`src/rtl/serial_tx_if.sv`:
```
// serial_tx_if: bundles the producer handshake and the serial-side outputs of
// serial_tx_shifter.
//   master: the producer/observer side (drives load_data/load_valid)
//   slave : the transmitter side (drives load_ready, tx_d, busy, done)
// Signals:
//   load_data  [DATA_W] word to transmit, sampled on an accepted load
//   load_valid          producer has a word on load_data
//   load_ready          transmitter can accept a word this cycle
//   tx_d                serial line, idles high
//   busy                frame in progress
//   done                one-cycle pulse on the last cycle of the stop bit
interface serial_tx_if #(
    parameter int DATA_W = 8
);
    logic [DATA_W-1:0] load_data;
    logic              load_valid;
    logic              load_ready;
    logic              tx_d;
    logic              busy;
    logic              done;

    modport master (
        output load_data,
        output load_valid,
        input  load_ready,
        input  tx_d,
        input  busy,
        input  done
    );

    modport slave (
        input  load_data,
        input  load_valid,
        output load_ready,
        output tx_d,
        output busy,
        output done
    );
endinterface

```
`src/rtl/serial_tx_shifter.sv`:
```
// serial_tx_shifter: parallel-load, serial-out frame transmitter.
// Latches a word on a valid/ready handshake and shifts it out LSB-first as
// start bit (0), DATA_W data bits, optional even-parity bit, stop bit (1).
// Every serial bit is held for BIT_CYCLES clocks.
//
// Ports:
//   clk     system clock, rising edge
//   rst_n   asynchronous active-low reset; aborts any frame, line goes high
//   tx_bus  serial_tx_if.slave (load_data/load_valid/load_ready/tx_d/busy/done)
//
// Build option:
//   SERIAL_TX_PARITY_EN  when defined, a PARITY bit (XOR of the latched word)
//                        is sent between the last data bit and the stop bit.
//
// State table:
//   state    | meaning
//   S_IDLE   | line high, load_ready=1, waiting for load_valid
//   S_START  | start bit (0) on tx_d
//   S_DATA   | data bit shreg_q[0] on tx_d, bit_q = index of current bit
//   S_PARITY | even-parity bit on tx_d (SERIAL_TX_PARITY_EN only)
//   S_STOP   | stop bit (1) on tx_d, done on its last cycle
module serial_tx_shifter #(
    parameter int DATA_W     = 8,
    parameter int BIT_CYCLES = 4
) (
    input  logic       clk,
    input  logic       rst_n,
    serial_tx_if.slave tx_bus
);

    localparam int CW = ($clog2(BIT_CYCLES + 1) < 1) ? 1 : $clog2(BIT_CYCLES + 1);
    localparam int BW = (DATA_W > 1) ? $clog2(DATA_W) : 1;

    localparam logic [CW-1:0] CNT_LAST = CW'(BIT_CYCLES - 1);
    localparam logic [BW-1:0] BIT_LAST = BW'(DATA_W - 1);
    // done is registered, so it is armed one count before the final stop cycle
    localparam int DONE_ARM = BIT_CYCLES - 2;
    localparam logic DONE_ON_ENTRY = (BIT_CYCLES == 1);

    typedef enum logic [2:0] {
        S_IDLE   = 3'd0,
        S_START  = 3'd1,
        S_DATA   = 3'd2,
`ifdef SERIAL_TX_PARITY_EN
        S_PARITY = 3'd4,
`endif
        S_STOP   = 3'd3
    } state_t;

    state_t            state_q;
    logic [DATA_W-1:0] shreg_q;
    logic [DATA_W-1:0] shreg_d;
    logic [CW-1:0]     cnt_q;
    logic [CW-1:0]     cnt_d;
    logic [BW-1:0]     bit_q;
    logic              tx_q;
    logic              busy_q;
    logic              done_q;
    logic              bit_end;
`ifdef SERIAL_TX_PARITY_EN
    logic              parity_q;
`endif

    assign bit_end = (cnt_q == CNT_LAST);
    assign cnt_d   = cnt_q + 1'b1;
    assign shreg_d = shreg_q >> 1;

    always_ff @(posedge clk or negedge rst_n) begin
        if (!rst_n) begin
            state_q  <= S_IDLE;
            shreg_q  <= '0;
            cnt_q    <= '0;
            bit_q    <= '0;
            tx_q     <= 1'b1;
            busy_q   <= 1'b0;
            done_q   <= 1'b0;
`ifdef SERIAL_TX_PARITY_EN
            parity_q <= 1'b0;
`endif
        end else begin
            done_q <= 1'b0;
            case (state_q)
                S_IDLE: begin
                    tx_q   <= 1'b1;
                    busy_q <= 1'b0;
                    cnt_q  <= '0;
                    bit_q  <= '0;
                    if (tx_bus.load_valid) begin
                        shreg_q  <= tx_bus.load_data;
`ifdef SERIAL_TX_PARITY_EN
                        parity_q <= ^tx_bus.load_data;
`endif
                        state_q  <= S_START;
                        tx_q     <= 1'b0;
                        busy_q   <= 1'b1;
                    end
                end
                S_START: begin
                    if (bit_end) begin
                        state_q <= S_DATA;
                        cnt_q   <= '0;
                        bit_q   <= '0;
                        tx_q    <= shreg_q[0];
                    end else begin
                        cnt_q <= cnt_d;
                    end
                end
                S_DATA: begin
                    if (bit_end) begin
                        cnt_q <= '0;
                        if (bit_q == BIT_LAST) begin
`ifdef SERIAL_TX_PARITY_EN
                            state_q <= S_PARITY;
                            tx_q    <= parity_q;
`else
                            state_q <= S_STOP;
                            tx_q    <= 1'b1;
                            done_q  <= DONE_ON_ENTRY;
`endif
                        end else begin
                            shreg_q <= shreg_d;
                            bit_q   <= bit_q + 1'b1;
                            tx_q    <= shreg_d[0];
                        end
                    end else begin
                        cnt_q <= cnt_d;
                    end
                end
`ifdef SERIAL_TX_PARITY_EN
                S_PARITY: begin
                    if (bit_end) begin
                        state_q <= S_STOP;
                        cnt_q   <= '0;
                        tx_q    <= 1'b1;
                        done_q  <= DONE_ON_ENTRY;
                    end else begin
                        cnt_q <= cnt_d;
                    end
                end
`endif
                S_STOP: begin
                    if (bit_end) begin
                        state_q <= S_IDLE;
                        cnt_q   <= '0;
                        tx_q    <= 1'b1;
                        busy_q  <= 1'b0;
                    end else begin
                        cnt_q  <= cnt_d;
                        done_q <= (int'(cnt_q) == DONE_ARM);
                    end
                end
                default: begin
                    state_q <= S_IDLE;
                    cnt_q   <= '0;
                    bit_q   <= '0;
                    tx_q    <= 1'b1;
                    busy_q  <= 1'b0;
                end
            endcase
        end
    end

    assign tx_bus.load_ready = (state_q == S_IDLE);
    assign tx_bus.tx_d       = tx_q;
    assign tx_bus.busy       = busy_q;
    assign tx_bus.done       = done_q;

endmodule

```
`src/flat_wrapper.sv`:
```
// flat-port wrapper written by rule: the top's interface ports become plain ports
module serial_tx_shifter_flat 
#(
    parameter int DATA_W     = 8,
    parameter int BIT_CYCLES = 4
)
  (clk, rst_n, tx_bus_load_data, tx_bus_load_valid, tx_bus_load_ready, tx_bus_tx_d, tx_bus_busy, tx_bus_done);
  serial_tx_if #(.DATA_W(DATA_W)) tx_bus_i ();
  input  logic clk;
  input  logic rst_n;
  input wire logic [$bits(tx_bus_i.load_data)-1:0] tx_bus_load_data;
  input wire logic [$bits(tx_bus_i.load_valid)-1:0] tx_bus_load_valid;
  output wire logic [$bits(tx_bus_i.load_ready)-1:0] tx_bus_load_ready;
  output wire logic [$bits(tx_bus_i.tx_d)-1:0] tx_bus_tx_d;
  output wire logic [$bits(tx_bus_i.busy)-1:0] tx_bus_busy;
  output wire logic [$bits(tx_bus_i.done)-1:0] tx_bus_done;
  assign tx_bus_i.load_data = tx_bus_load_data;
  assign tx_bus_i.load_valid = tx_bus_load_valid;
  assign tx_bus_load_ready = tx_bus_i.load_ready;
  assign tx_bus_tx_d = tx_bus_i.tx_d;
  assign tx_bus_busy = tx_bus_i.busy;
  assign tx_bus_done = tx_bus_i.done;
  serial_tx_shifter #(.DATA_W(DATA_W), .BIT_CYCLES(BIT_CYCLES)) u_core (.clk(clk), .rst_n(rst_n), .tx_bus(tx_bus_i));
endmodule
```
`config.mk`:
```
export PLATFORM = sky130hd
export DESIGN_NAME = serial_tx_shifter_flat
export DESIGN_NICKNAME = d
export VERILOG_FILES = /design/src/rtl/serial_tx_if.sv /design/src/rtl/serial_tx_shifter.sv /design/src/flat_wrapper.sv
export SDC_FILE = /design/constraint.sdc
export NUM_CORES = 1
export LEC_CHECK = 0
export BUFFER_PORTS_ARGS = -buffer_cell sky130_fd_sc_hd__buf_2
export CAP_MARGIN = 20
export CORE_ASPECT_RATIO = 1.2
export CORE_MARGIN = 2
export CORE_UTILIZATION = 30
export CTS_CLUSTER_DIAMETER = 30
export DETAILED_ROUTE_END_ITERATION = 8
export PLACE_DENSITY = 0.45
export RECOVER_POWER = 50
export SLEW_MARGIN = 40
export SYNTH_ARGS = -nofsm -noshare
export SYNTH_HDL_FRONTEND = slang
export SYNTH_SLANG_ARGS = --single-unit
```
`constraint.sdc`:
```
create_clock -name clk -period 2 [get_ports clk]
set_clock_uncertainty 0.15 [all_clocks]
set_input_delay 0.1 -clock clk [delete_from_list [all_inputs] [get_ports clk]]
set_output_delay 0.1 -clock clk [all_outputs]
set_load 0.02 [all_outputs]
```
* After elaboration in Yosys (flattened, before gate mapping)
Index checks and enable logic that the tools add are counted.
** Storage, ports and cells
- Bits in registers :: 20
- Logic and storage cells :: 58
** Cells by class
- Add/sub/neg operators :: 2
- Eq/ne operators :: 12
- Muxes and demuxes :: 26
- Bitwise gates (word level) :: 2
- Reductions and logical operators :: 9
** Operator list (count)
- 2-to-1 mux 3 bit :: 9
- 2-to-1 mux 8 bit :: 3
- one-hot mux 8 bit (2 select lines) :: 1
- one-hot mux 3 bit (4 select lines) :: 1
- equality test 3 x 2 -> 1 bit (second input constant) :: 3
- 2-to-1 mux 1 bit :: 9
- one-hot mux 3 bit (3 select lines) :: 1
- != test 2 x 1 -> 1 bit (second input constant) :: 4
- AND reduction 4 bit :: 2
- adder 3 x 1 -> 3 bit (second input constant) :: 2
- equality test 3 bit (second input constant) :: 2
- AND reduction 5 bit :: 1
- != test 2 bit (second input constant) :: 2
- one-hot mux 1 bit (4 select lines) :: 1
- equality test 3 x 1 -> 1 bit (second input constant) :: 1
- zero test 3 bit :: 1
- one-hot mux 1 bit (3 select lines) :: 1
- AND reduction 3 bit :: 1
- OR reduction 3 bit :: 1
- inverter 1 bit :: 2
- AND reduction 2 bit :: 1
- nonzero test 2 bit :: 1
- OR reduction 2 bit :: 1

* Depth between registers and ports, before layout
- Depth after elaboration :: 4
- Mapped depth :: 7
- Mapped depth without buffers :: 5

* Worst setup path after synthesis
No wires, ideal clock.
- Path type :: reg-to-reg
- Start point :: register u_core.bit_q[0]
- End point :: register u_core.shreg_q[0]
- Arrival time :: 1.665 ns
- Slack :: 0.060 ns
- Stages on the path, launching flop included :: 7
- Path buffers :: 1
- Period minus slack after synthesis :: 1.940 ns
- Cell sequence :: dfrtp_1 -> ha_1 -> ha_1 -> nor4bb_1 -> o21a_1 -> buf_6 -> mux2_4
** Between the ends
- Longest elaborated chain between the ends :: 3
** Ends and longest elaborated chain
- from (decl) :: RTL line serial_tx_shifter.sv:55 : logic [BW-1:0] bit_q;
- from (signal assigned) :: RTL line serial_tx_shifter.sv:122 : bit_q <= bit_q + 1'b1;
- equality test 3 bit :: RTL line serial_tx_shifter.sv:111 : if (bit_q == BIT_LAST) begin
- != test 2 bit (no line)
- AND reduction 4 bit (no line)
- to (signal assigned) :: RTL line serial_tx_shifter.sv:89 : shreg_q <= tx_bus.load_data;
- to (signal assigned) :: RTL line serial_tx_shifter.sv:121 : shreg_q <= shreg_d;
- to (decl) :: RTL line serial_tx_shifter.sv:51 : logic [DATA_W-1:0] shreg_q;
Every way passes these cells.
A chain may end at the register's enable or synchronous reset.

* Worst setup path after layout
- Start point :: register u_core.bit_q[0]
- End point :: register u_core.shreg_q[5]
Same word-level chain as after synthesis.

==> flow_metrics.tcl <==
set metrics [dict create \
    status "completed" \
    drive_above_1_share_pct 39.3 \
    arrival_ns 1.92 \
    clockBufferDepth 2 \
    path_cells "ha_2 -> ha_4 -> nor4bb_4 -> o21a_1 -> buf_12 -> mux2_4" \
    ys_ff_latch 19 \
    tritoncts "yes" \
    setup_violations 0 \
    start_util_pct 30.6 \
    wl_per_cell_microns 13.6 \
    worstMarginPinSlew_ns 1.10 \
    overflow 0 \
    synth_cell_types 29 \
    syn_area_sq_mm 0.00109 \
    io_buffer_count 14 \
    grt_max_degree 20 \
    path_max_fanout 8 \
    antennaDiodeCount 0 \
    clk_pin_slew_ns 0.07 \
    async_flop_share_pct 100 \
    synth_area_leaders "dfrtp_1 (41%), ha_1 (10%), mux2_4 (9.6%), mux2_2 (7.2%), inv_1 (3.1%)" \
    slowest_delay_ns 0.39 \
    die_height_microns 70.1 \
    syn-num-nets 112 \
    ant_nets 0 \
    synth_most_common_cell "dfrtp_1" \
    critical_path_buf_inv_count 1 \
    pin_count 15 \
    drtIter0Drc 9 \
    hold_viol 0 \
    grt_pass1_wl_microns 3660 \
    antenna_found_initial 0 \
    numCtsBuffers 3 \
    synth_top_cell_area_share_pct 41.2 \
    totalWireLength_microns 2130 \
    drcViolationCount 0 \
    p_leak_nw 0.625 \
    syn_inst 92 \
    setup_tns_ns 0 \
    cap_violations 0 \
    cp_slowest_cell "dfrtp_1" \
    relSlewSlack_pct 26.7 \
    period_share_pct 96.1 \
    placement_rows 24 \
    hold_class "primary input to register" \
    worstPathRequired_ns 2.00 \
    vias 754 \
    synth-warning-count 0 \
    htreeDepth 1 \
    first_pass_iters 4 \
    powerDensity_mw_per_mm2 1540 \
    drv_slew 0 \
    fmax_mhz 520 \
    power.switching_w 0.000740 \
    syn2layout_area_growth_pct 24.5 \
    p_seq_share_pct 30.7 \
    insertion_delay_ns 0.26 \
    rsz0062_at_grt "yes" \
    yosysTopAreaCell "dfrtp_1" \
    clock-sinks 19 \
    die_w_microns 59.1 \
    p_sw_share_pct 35.4 \
    gp_congestion 0.786 \
    die_area_sq_mm 0.00415 \
    grt_pass1_vias 835 \
    nets 138 \
    clock-root-buffer "clkbuf_8" \
    crit_path_end_kind "register" \
    nFillCells 356 \
    synth_edf_count 0 \
    internal_power_w 0.00135 \
    path_class "register to register" \
    p_comb_share_pct 56.0 \
    power_frac_clock_pct 13.2 \
    dpl.cell_count 148 \
    cp-start-kind "register" \
    period_needed_ns 1.92 \
    post-dp-hpwl_microns 1550 \
    fin_cells 156 \
    syn-mean-instance-area_sq_um 11.9 \
    ff_latch_area_sq_um 477 \
    crit_family "flip-flops" \
    coreArea_sq_mm 0.00357 \
    ys.flop_type "dfrtp_1" \
    yosysSeqAreaShare_pct 43.6 \
    multiInputGateArea_sq_um 582 \
    groute.usage.overall_pct 11.7 \
    peakVddDrop_uv 624 \
    via_per_inst 4.83 \
    ys_top_cells_by_count "dfrtp_1 (18), ha_1 (9), inv_1 (9)" \
]
==> sequential cells by signal, summed over array words and instances (netlist names) <==
register,flops
u_core.shreg_q,8
u_core.bit_q,3
u_core.cnt_q,3
u_core.state_q,2
u_core.tx_bus.busy,1
u_core.tx_bus.done,1
u_core.tx_bus.tx_d,1
==> power by group through the flow <==
stage | Sequential [W] | Combinational (W) | Clock (W)
after global routing | 0.000666 | 0.00130 | 0.000303
after global placement | 0.000643 | 0.00115 | 0
final | 0.000642 | 0.00117 | 0.000277
after detailed placement | 0.000648 | 0.00115 | 0
after CTS | 0.000641 | 0.00118 | 0.000285
after floorplan | 0.000656 | 0.000865 | 0
==> worst paths after layout <==
| check | start | endpoint | slack (ns) | depth (start not counted) |
|---|---|---|---|---|
| hold reg to reg | u_core.cnt_q[0] | u_core.cnt_q[0] | 0.35 | 1 |
| hold / removal | tx_bus_load_data[6] | u_core.shreg_q[6] | 0.03 | 3 |
| setup reg to reg | u_core.bit_q[0] | u_core.shreg_q[5] | 0.08 | 6 |
| max in group asynchronous | rst_n | u_core.shreg_q[4] | 0.63 | 2 |
| setup / recovery | u_core.bit_q[0] | u_core.shreg_q[5] | 0.08 | 6 |
| min in group asynchronous | rst_n | u_core.cnt_q[2] | 0.41 | 2 |
==> per-stage QoR <==
stage / util [%] / cell area, sq um / setup WS [ns] / hold WS (ns) / total power (W)
after floorplan: - / 1090 / 0.0599 / -0.346 / 0.00152
after global placement: 34.8 / 1240 / 0.0470 / -0.0715 / 0.00179
after detailed placement: 34.8 / 1240 / 0.00396 / -0.0620 / 0.00180
after CTS: 37.1 / 1330 / 0.00517 / 0.0267 / 0.00210
after global routing: 38.1 / 1360 / -0.00314 / 0.0372 / 0.00226
final: 38.1 / 1360 / 0.0782 / 0.0293 / 0.00209
==> cell usage in the layout (no fill, tap or decap), drive strengths merged, types with 3 or more instances in the layout <==
cell type	synthesis	layout
clkbuf	0	5
buf	4	21
nand3	4	4
dfrtp	18	18
dlygate4sd3	0	3
mux2	16	16
nor2b	4	4
nor3	3	3
inv	10	10
ha	9	9
o211ai	3	3
==> routing by layer <==
| metal | routed length [microns] | share of wire, % | track usage, % |
|---|---|---|---|
| met5 | 0 | 0 | 0 |
| met4 | 49 | 2.3 | 6.06 |
| met3 | 84 | 4.0 | 2.22 |
| met2 | 977 | 46 | 18.9 |
| met1 | 1010 | 48 | 14.5 |
==> cell families after synthesis <==
group / count (synthesis) / share of synthesized area, %
flops: 19 / 43.6
mux: 17 / 19.8
simple gates: 20 / 10.6
buf+inv: 14 / 6.41
compound gates: 13 / 9.27
fa+ha+maj: 9 / 10.3
==> cell type report <==
cell class                 count  area share, %
timing repair buffer          25           12.6
tap                           39           3.58
clock buffer                   4           3.31
sequential                    19           35.0
inverter                      10           2.76
multi-input combinational     59           42.7
==> worst reg2reg max path, stage by stage, from the launching register on <==
cell and delay (ns):
dfrtp_1 0.39, ha_2 0.20, ha_4 0.17, nor4bb_4 0.25, o21a_1 0.21, buf_12 0.14
mux2_4 0.30
==> timing repair <==
item / 4_1_cts / 5_1_grt
hold endpoints to repair: 21 / 0
buffers inserted: 1 / 0
setup endpoints to repair: 7 / 8
resized for setup: 0 / 7
pin swaps: 2 / 2
hold buffers: 3 / 0
(Power assumes the default switching activity.)
